## src/rtl/sevenseg_scan_if.sv

```systemverilog
// rtl/sevenseg_scan_if.sv - register-side inputs and display pins of the 7-segment scanner
interface sevenseg_scan_if;
  logic [39:0] digit_codes;
  logic [7:0]  dp_in;
  logic [7:0]  digit_en;
  logic [7:0]  anode_n;
  logic [6:0]  seg_n;
  logic        dp_n;
  logic        frame_tick;

  modport master (
    output digit_codes, dp_in, digit_en,
    input  anode_n, seg_n, dp_n, frame_tick
  );

  modport slave (
    input  digit_codes, dp_in, digit_en,
    output anode_n, seg_n, dp_n, frame_tick
  );
endinterface

```

## src/rtl/sevenseg_scan.sv

```systemverilog
// rtl/sevenseg_scan.sv - eight-digit time-multiplexed common-anode 7-segment scanner
module sevenseg_scan #(
  parameter int REFRESH_DIV  = 50000,
  parameter int BLANK_CYCLES = 16
) (
  input logic            sysclk,
  input logic            sysreset,
  sevenseg_scan_if.slave bus
);
  localparam int            CW        = (REFRESH_DIV > 1) ? $clog2(REFRESH_DIV) : 1;
  localparam logic [CW-1:0] CNT_LAST  = CW'(REFRESH_DIV - 1);
  localparam logic [CW-1:0] BLANK_END = CW'(BLANK_CYCLES);

  typedef enum logic {PH_BLANK, PH_DRIVE} phase_t;

  phase_t        phase;
  logic [CW-1:0] cnt;
  logic [CW-1:0] cnt_inc;
  logic [2:0]    idx;
  logic [4:0]    snap_code [8];
  logic [7:0]    snap_dp;
  logic [7:0]    snap_en;

  assign cnt_inc = cnt + CW'(1);

  function automatic logic [6:0] decode(input logic [4:0] code);
    case (code)
      5'd0:    decode = 7'h40;
      5'd1:    decode = 7'h79;
      5'd2:    decode = 7'h24;
      5'd3:    decode = 7'h30;
      5'd4:    decode = 7'h19;
      5'd5:    decode = 7'h12;
      5'd6:    decode = 7'h02;
      5'd7:    decode = 7'h78;
      5'd8:    decode = 7'h00;
      5'd9:    decode = 7'h10;
      5'd10:   decode = 7'h08;
      5'd11:   decode = 7'h03;
      5'd12:   decode = 7'h46;
      5'd13:   decode = 7'h21;
      5'd14:   decode = 7'h06;
      5'd15:   decode = 7'h0E;
      5'd17:   decode = 7'h3F;
      default: decode = 7'h7F;
    endcase
  endfunction

  // phase is kept in step with cnt so it always reflects the current slot position
  always_ff @(posedge sysclk) begin
    if (sysreset) begin
      cnt            <= '0;
      idx            <= '0;
      phase          <= PH_BLANK;
      for (int i = 0; i < 8; i++) snap_code[i] <= 5'd16;
      snap_dp        <= '0;
      snap_en        <= '0;
      bus.anode_n    <= 8'hFF;
      bus.seg_n      <= 7'h7F;
      bus.dp_n       <= 1'b1;
      bus.frame_tick <= 1'b0;
    end else begin
      // frame-start snapshot; slot 0 is still blanking here so the old snapshot is never shown
      if (cnt == '0 && idx == '0) begin
        for (int i = 0; i < 8; i++) snap_code[i] <= bus.digit_codes[5*i +: 5];
        snap_dp <= bus.dp_in;
        snap_en <= bus.digit_en;
      end

      if (phase == PH_DRIVE && snap_en[idx]) begin
        bus.anode_n <= ~(8'h01 << idx);
        bus.seg_n   <= decode(snap_code[idx]);
        bus.dp_n    <= ~snap_dp[idx];
      end else begin
        bus.anode_n <= 8'hFF;
        bus.seg_n   <= 7'h7F;
        bus.dp_n    <= 1'b1;
      end

      bus.frame_tick <= (cnt == CNT_LAST) && (idx == 3'd7);

      if (cnt == CNT_LAST) begin
        cnt   <= '0;
        idx   <= idx + 3'd1;
        phase <= PH_BLANK;
      end else begin
        cnt   <= cnt_inc;
        phase <= (cnt_inc < BLANK_END) ? PH_BLANK : PH_DRIVE;
      end
    end
  end
endmodule
```

## src/flat_wrapper.sv

```systemverilog
// flat-port wrapper written by rule: the top's interface ports become plain ports
module sevenseg_scan_flat 
#(
  parameter int REFRESH_DIV  = 50000,
  parameter int BLANK_CYCLES = 16
)
  (sysclk, sysreset, bus_digit_codes, bus_dp_in, bus_digit_en, bus_anode_n, bus_seg_n, bus_dp_n, bus_frame_tick);
  sevenseg_scan_if bus_i ();
  input logic sysclk;
  input logic sysreset;
  input wire logic [$bits(bus_i.digit_codes)-1:0] bus_digit_codes;
  input wire logic [$bits(bus_i.dp_in)-1:0] bus_dp_in;
  input wire logic [$bits(bus_i.digit_en)-1:0] bus_digit_en;
  output wire logic [$bits(bus_i.anode_n)-1:0] bus_anode_n;
  output wire logic [$bits(bus_i.seg_n)-1:0] bus_seg_n;
  output wire logic [$bits(bus_i.dp_n)-1:0] bus_dp_n;
  output wire logic [$bits(bus_i.frame_tick)-1:0] bus_frame_tick;
  assign bus_i.digit_codes = bus_digit_codes;
  assign bus_i.dp_in = bus_dp_in;
  assign bus_i.digit_en = bus_digit_en;
  assign bus_anode_n = bus_i.anode_n;
  assign bus_seg_n = bus_i.seg_n;
  assign bus_dp_n = bus_i.dp_n;
  assign bus_frame_tick = bus_i.frame_tick;
  sevenseg_scan #(.REFRESH_DIV(REFRESH_DIV), .BLANK_CYCLES(BLANK_CYCLES)) u_core (.sysclk(sysclk), .sysreset(sysreset), .bus(bus_i));
endmodule
```

## config.mk

```make
export PLATFORM = sky130hd
export DESIGN_NAME = sevenseg_scan_flat
export DESIGN_NICKNAME = d
export VERILOG_FILES = /design/src/rtl/sevenseg_scan_if.sv /design/src/rtl/sevenseg_scan.sv /design/src/flat_wrapper.sv
export SDC_FILE = /design/constraint.sdc
export NUM_CORES = 1
export LEC_CHECK = 0
export CAP_MARGIN = 0
export CELL_PAD_IN_SITES_DETAIL_PLACEMENT = 0
export CELL_PAD_IN_SITES_GLOBAL_PLACEMENT = 2
export CORE_MARGIN = 8
export CORE_UTILIZATION = 34
export DETAILED_ROUTE_END_ITERATION = 8
export PLACE_DENSITY = 0.85
export SLEW_MARGIN = 20
export SYNTH_ARGS = -nofsm -noshare
export SYNTH_HDL_FRONTEND = slang
export SYNTH_SLANG_ARGS = --single-unit
```

## constraint.sdc

```tcl
create_clock -name sysclk -period 6.85 [get_ports sysclk]
set_input_delay 1.7125 -clock sysclk [delete_from_list [all_inputs] [get_ports sysclk]]
set_output_delay 1.7125 -clock sysclk [all_outputs]
set_load 0.05 [all_outputs]
```

==> results.md, run 1 <==
* Status: complete, no violations
* First-pass GRT wire length at 15400 um
* Static Leakage at 1.98 nW
* Number of synthesized flops with an enable pin at 40
* Die W at 129 um
* HPWL Detailed at 6970 um
* Cts hold-fix bufs at 0
* Commonest non-fill, non-tap cells in the layout: clkdlybuf4s50_1 (74), nand2_1 (59), dfxtp_1 (56), edfxtp_1 (40)
* Bufs and invs on worst path at 2
* CP Launch Type: input pin
* Crit-path slowest cell: nand2b_2
* Die H at 129 um
* Finished Core Util at 0.437
* Worst Clk Skew at 0.00905 ns
* Worst Path Arrival at 3.39 ns
* Detail Route Antenna Nets at 0
* Seq cells post-synth at 96
* Ys flop type: dfxtp_1
* Commonest non-fill, non-tap cell in the layout: clkdlybuf4s50_1
* # fillers at 1229
* Synthesized area at 4380 um2
* Final hold violation count at 0
* R2r endpoint: u_core.bus.seg_n[3]$_SDFF_PP1_
* CP endpoint kind: register
* Sw frac at 0.245
* CP startpoint: sysreset
* Clock share of power at 0.382
* Total GRT Usage at 0.119
* Peak supply drop at 0.0953 mV
* DRC viols at 0
* Placer's final routability congestion estimate at 0.840
* Delay-heaviest family, CP: simple AND/OR/NAND/NOR gates
* Worst stage delay on the critical path at 0.83 ns
* Area grow syn2layout at 26.0%
* R2R cell count at 8
* Largest net degree at the start of global routing at 44
* Initial antenna violation count at 0
* Hold Path Class: reg2reg
* Hold slack final at 0.452 ns
* Pre-Repair DR Iteration Count at 4
* RSZ-0062 raised after global routing: false
* Worst-Margin Slew at 0.937 ns
* Clock buffer depth at 2
* Synth area leaders: edfxtp_1 (27%), dfxtp_1 (26%), mux4_2 (7.2%)
* Vias per cell at 4.79
* Top-Level Pins at 75
* Worst Setup Path Type: in2reg
* PD cells at 231 nW/um2
* R2r setup slk at 4.00 ns
* Max-cap violation count at 0
* Comb power frac at 0.107
* Relative slew slack at 0.375
* # nets final at 534
* CTS Sinks at 96
* Rows at 41
* Die area at 16800 um2
* Yosys top cell area share at 0.274
* Avg Inst Size Synth at 10.9 um2
* Syn. warnings at 0
* CTS root buf: clkbuf_16
* TritonCTS clock tree: yes
* Critical Path RT at 6.82 ns
* Endpoints failing setup at 0
* Vias in the first global route at 2998
* Port bufs at 74
* FMAX at 293 MHz
* Final period utilization at 0.498
* Via count at 3066
* Grt ovf at 0
* Core footprint at 12600 um2
* Critical path, cell by cell: clkdlybuf4s50_1 -> buf_4 -> nand2b_2
* Net Switching at 0.000312 W
* Area leader, netlist: edfxtp_1
* Post-CTS setup buffers at 0
* H-tree levels at 3
* Routed WL at 9640 um
* Wire per inst at 15.1 um
* Slew Limit Fails at 0
* CP max FO at 43
* ANT cells at 0
* Synth cell types at 53
* Sequential power share at 0.511
* Worst Setup EP: u_core.snap_code[3][0]$_SDFFCE_PN0P_
* First-iteration detailed-routing DRC count at 282
* Min Clock Period, post-route at 3.41 ns
* Syn_nets at 474
* Worst path depth at 3
* Skew-Pair Late Insertion Delay at 0.34 ns
* CTS buffer count at 9
* Int Power at 0.000960 W
* Initial Util at 0.347
* Setup TNS Final at 0 ns
* Ratio of cells with drive above 1 in the final layout at 0.103
* Clk pin slew, worst setup/hold paths at 0.07 ns
* Asr flop ratio synth at 0
* Post_cts resized at 0
* Post-Synthesis Cells at 403
* Sequential share of the synthesized area at 0.531
worst register-to-register path, delay by kind of cell (launching register included):
| family | cells | cell delay (ns) |
|---|---|---|
| DFF | 1 | 0.81 |
| buffers and inverters | 2 | 0.28 |
| and+or+nand+nor | 1 | 0.06 |
| adders and majority gates | 1 | 0.27 |
| muxes | 2 | 1.08 |
| AOI/OAI and AO/OA | 2 | 0.23 |
registers in the layout (all words and copies together) (netlist names), named ones only:
signal                 cells
u_core.bus.anode_n         8
u_core.bus.dp_n            1
u_core.bus.frame_tick      1
u_core.bus.seg_n           7
u_core.cnt                16
u_core.idx                 3
u_core.phase               1
u_core.snap_code          40
u_core.snap_dp             8
u_core.snap_en             8
worst min path at each step:
stage                                         startpoint                              to  cells past startpoint
after floorplan           u_core.snap_dp[2]$_SDFFE_PP0P_  u_core.snap_dp[2]$_SDFFE_PP0P_                      2
after global placement    u_core.snap_dp[2]$_SDFFE_PP0P_  u_core.snap_dp[2]$_SDFFE_PP0P_                      2
after detailed placement  u_core.snap_en[6]$_SDFFE_PP0P_  u_core.snap_en[6]$_SDFFE_PP0P_                      2
after CTS                 u_core.snap_en[6]$_SDFFE_PP0P_  u_core.snap_en[6]$_SDFFE_PP0P_                      2
after global routing      u_core.snap_en[4]$_SDFFE_PP0P_  u_core.snap_en[4]$_SDFFE_PP0P_                      2
final                     u_core.snap_dp[7]$_SDFFE_PP0P_  u_core.snap_dp[7]$_SDFFE_PP0P_                      2
power by group through the flow:
stage          sequential, W  combinational (W)  clock (W)
2_1_floorplan       0.000658          0.0000848          0
3_3_place_gp        0.000662           0.000137          0
3_5_place_dp        0.000663           0.000138          0
4_1_cts             0.000650           0.000139   0.000496
5_1_grt             0.000654           0.000152   0.000522
6_report            0.000650           0.000137   0.000485
final cells by class:
class	count	area, um2	share of cell area
Clock buffer	9	225	0.0408
Inverter	10	37.5	0.00681
Sequential cell	96	2320	0.421
Tap cell	172	215	0.0390
Multi-Input combinational cell	270	1900	0.344
Timing Repair Buffer	76	756	0.137
Clock inverter	7	61.3	0.0111
per-layer routing:
metal  GRT usage  part of all wire  routed length [um]
met2       0.188              0.46                4430
met4      0.0437             0.016                 152
met3      0.0390             0.071                 687
met1       0.148              0.45                4370
met5           0                 0                   0
per-stage QoR:
step | worst slack, ns | power (W) | instances | cell area (um2)
CTS | 3.42 | 0.00128 | 640 | 5510
detailed placement | 3.04 | 0.000801 | 624 | 5230
global placement | 3.08 | 0.000799 | 624 | 5230
global route | 3.30 | 0.00133 | 640 | 5510
finish | 3.44 | 0.00127 | 640 | 5510
floorplan | 3.44 | 0.000743 | 403 | 4380
cell usage after synthesis (3+ instances only):
library cell   n
a21oi_1       18
and2_1        27
and3_1         3
buf_2          7
clkbuf_1      16
dfxtp_1       56
edfxtp_1      40
ha_1          13
inv_1          9
mux2i_1        5
mux4_2        14
nand2_1       59
nand2b_1       4
nand3_1       12
nand4_1        5
nor2_1        28
nor2b_1        9
nor3_1         6
nor4_1         6
o211ai_1       4
o21ai_0        3
or3_1          6
xnor2_1        9
xor2_1         8
logic make-up (layout without fill, tap and decap cells):
group                    Yosys count  after routing  synth area share
XOR/XNOR                          17             17            0.0340
adder cells (fa/ha/maj)           13             13            0.0372
flip-flops                        96             96             0.531
buffers and inverters             37            102            0.0372
multiplexers                      23             23            0.0952
AO/OA/AOI/OAI                     37             37            0.0523
AND/OR/NAND/NOR                  180            180             0.214
Note: power is estimated with default switching activity, not from simulation.
==> inputs of run 2 (changes only) <==
==> constraint.sdc (replaced) <==
create_clock -name sysclk -period 3.3 [get_ports sysclk]
set_input_delay 0.825 -clock sysclk [delete_from_list [all_inputs] [get_ports sysclk]]
set_output_delay 0.825 -clock sysclk [all_outputs]
set_load 0.05 [all_outputs]
==> results.md, run 2 (same netlist as run 1, synthesis figures left out) <==
* Worst Clk Skew at 0.00652 ns (was 0.00905 ns)
* DRC viols at 0 (unchanged)
* Slew Limit Fails at 0 (unchanged)
* Crit-path slowest cell: dfxtp_1 (was nand2b_2)
* Routed WL at 9910 um (was 9640 um)
* R2r setup slk at 0.64 ns (was 4.00 ns)
* H-tree levels at 3 (unchanged)
* # fillers at 1208 (was 1229)
* Hold slack final at 0.451 ns (was 0.452 ns)
* Top-Level Pins at 75 (unchanged)
* HPWL Detailed at 7280 um (was 6970 um)
* Worst-Margin Slew at 0.680 ns (was 0.937 ns)
* Most flops, register: u_core.snap_code (unchanged)
* Hold Path Class: reg2reg (unchanged)
* Die area at 16800 um2 (unchanged)
* Commonest non-fill, non-tap cells in the layout: clkdlybuf4s50_1 (74), nand2_1 (59), dfxtp_1 (56), edfxtp_1 (40) (unchanged)
* CP max FO at 7 (was 43)
* Detail Route Antenna Nets at 0 (unchanged)
* Static Leakage at 2.02 nW (was 1.98 nW)
* Status: complete, no violations (unchanged)
* Via count at 3102 (was 3066)
* Die W at 129 um (unchanged)
* Grt ovf at 0 (unchanged)
* First-pass GRT wire length at 15800 um (was 15400 um)
* Int Power at 0.00207 W (was 0.000960 W)
* Relative slew slack at 0.546 (was 0.375)
* Sequential power share at 0.499 (was 0.511)
* Area grow syn2layout at 27.4% (was 26.0%)
* First-iteration detailed-routing DRC count at 295 (was 282)
* Initial Util at 0.347 (unchanged)
* Sw frac at 0.236 (was 0.245)
* Overall power at 0.00271 W (was 0.00127 W)
* Max-cap violation count at 0 (unchanged)
* Footprint of the multi-input gates at 1900 um2 (unchanged)
* Delay-heaviest family, CP: multiplexers (was simple AND/OR/NAND/NOR gates)
* Total GRT Usage at 0.121 (was 0.119)
* Critical path, cell by cell: mux4_2 -> mux2i_1 -> inv_1 -> ha_1 -> inv_1 -> nand2_1 -> o211ai_1 -> o311ai_1 (was clkdlybuf4s50_1 -> buf_4 -> nand2b_2)
* Final hold violation count at 0 (unchanged)
* Critical Path RT at 3.52 ns (was 6.82 ns)
* Register area at 2320 um2 (unchanged)
* Min Clock Period, post-route at 2.66 ns
* CP endpoint kind: register (unchanged)
* Die H at 129 um (unchanged)
* Net Switching at 0.000640 W (was 0.000312 W)
* Pre-Repair DR Iteration Count at 4 (unchanged)
* Rows at 41 (unchanged)
* Endpoints failing setup at 0 (unchanged)
* RSZ-0062 raised after global routing: false (unchanged)
* Ratio of cells with drive above 1 in the final layout at 0.114 (was 0.103)
* CTS Sinks at 96 (unchanged)
* Vias per cell at 4.80 (was 4.79)
* Comb power frac at 0.108 (was 0.107)
* Core footprint at 12600 um2 (unchanged)
* Commonest non-fill, non-tap cell in the layout: clkdlybuf4s50_1 (unchanged)
* Cts hold-fix bufs at 0 (unchanged)
* Worst Setup Path Type: reg2reg (was in2reg)
* Vias in the first global route at 3098 (was 2998)
* Top flop regs: u_core.snap_code (40), u_core.cnt (16) (unchanged)
* Skew-Pair Late Insertion Delay at 0.34 ns (about the same)
* Placer's final routability congestion estimate at 0.813 (was 0.840)
* Peak supply drop at 0.283 mV (was 0.0953 mV)
* Setup TNS Final at 0 ns (unchanged)
* FMAX at 376 MHz
* CTS root buf: clkbuf_16 (unchanged)
* Clk pin slew, worst setup/hold paths at 0.07 ns (about the same)
* PD cells at 485 nW/um2 (was 231 nW/um2)
* Wire per inst at 15.3 um (was 15.1 um)
* Largest net degree at the start of global routing at 41 (was 44)
* Non-Filler Instances at 646 (was 640)
* Final period utilization at 0.805
* Largest register FFs at 40 (unchanged)
* Post_cts resized at 0 (unchanged)
* TritonCTS clock tree: yes (unchanged)
* Crit path top cell by count: inv_1
* Clock share of power at 0.394 (was 0.382)
* CTS buffer count at 9 (unchanged)
* Post-CTS setup buffers at 0 (unchanged)
* Clock buffer depth at 2 (unchanged)
* Worst stage delay on the critical path at 0.62 ns (was 0.83 ns)
* ANT cells at 0 (unchanged)
* Placed instance count at 630 (was 624)
* CP Launch Type: register (was input pin)
* Port bufs at 74 (unchanged)
* Bufs and invs on worst path at 2 (unchanged)
* Initial antenna violation count at 0 (unchanged)
* # nets final at 540 (was 534)
* Worst Path Arrival at 2.87 ns (was 3.39 ns)
==> run 2: cell types whose count changed in the layout (fill, tap and decap cells not counted) <==
cell       previous run  this run
bufinv_16             0         1
buf_4                 2         8
clkinv_4              1         2
inv_8                 2         1
inv_6                 2         1
==> run 2: final timing paths <==
| path | start | endpoint | cells past startpoint |
|---|---|---|---|
| worst max-delay path | register | u_core.bus.seg_n[3]$_SDFF_PP1_ | 8 |
| worst min register to register | u_core.snap_dp[2]$_SDFFE_PP0P_ | u_core.snap_dp[2]$_SDFFE_PP0P_ | 2 |
| worst max register to register | register | u_core.bus.seg_n[3]$_SDFF_PP1_ | 8 |
| worst min-delay path | u_core.snap_dp[2]$_SDFFE_PP0P_ | u_core.snap_dp[2]$_SDFFE_PP0P_ | 2 |
==> run 2: through the flow <==
stage | utilization | cell area, um2 | setup slack, ns
after floorplan | - | 4380 | 0.772
after global placement | 0.418 | 5270 | 0.571
after detailed placement | 0.418 | 5270 | 0.586
after CTS | 0.442 | 5580 | 0.572
final | 0.442 | 5580 | 0.643
after global routing | 0.442 | 5580 | 0.371
==> run 2: area by class of cell <==
| class | count | share of cell area |
|---|---|---|
| inverters | 10 | 0.00673 |
| clock inverters | 7 | 0.0144 |
| multi-input cells | 270 | 0.340 |
| clock buffers | 9 | 0.0404 |
| well taps | 172 | 0.0386 |
| flip-flops and latches | 96 | 0.416 |
| repair buffers | 82 | 0.144 |
==> run 2: power by group through the flow <==
stage,sequential [W],clock (W),combinational (W)
after floorplan,0.00137,0,0.000176
after global placement,0.00137,0,0.000290
after detailed placement,0.00138,0,0.000292
after CTS,0.00135,0.00108,0.000293
after global routing,0.00136,0.00112,0.000326
final,0.00135,0.00107,0.000291
==> run 2: layer usage <==
| layer | wire (um) | up-vias | share of wire | global-route usage |
|---|---|---|---|---|
| met4 | 133 | 0 | 0.013 | 0.0471 |
| met5 | 0 | - | 0 | 0 |
| li1 | - | 1540 | - | - |
| met1 | 4670 | 1473 | 0.47 | 0.157 |
| met3 | 638 | 10 | 0.064 | 0.0333 |
| met2 | 4460 | 79 | 0.45 | 0.188 |
==> run 2: worst min-delay path, stage by stage, from the launching register on <==
cell,delay [ns]
dfxtp_1,0.31
nand2_1,0.05
a21oi_1,0.05
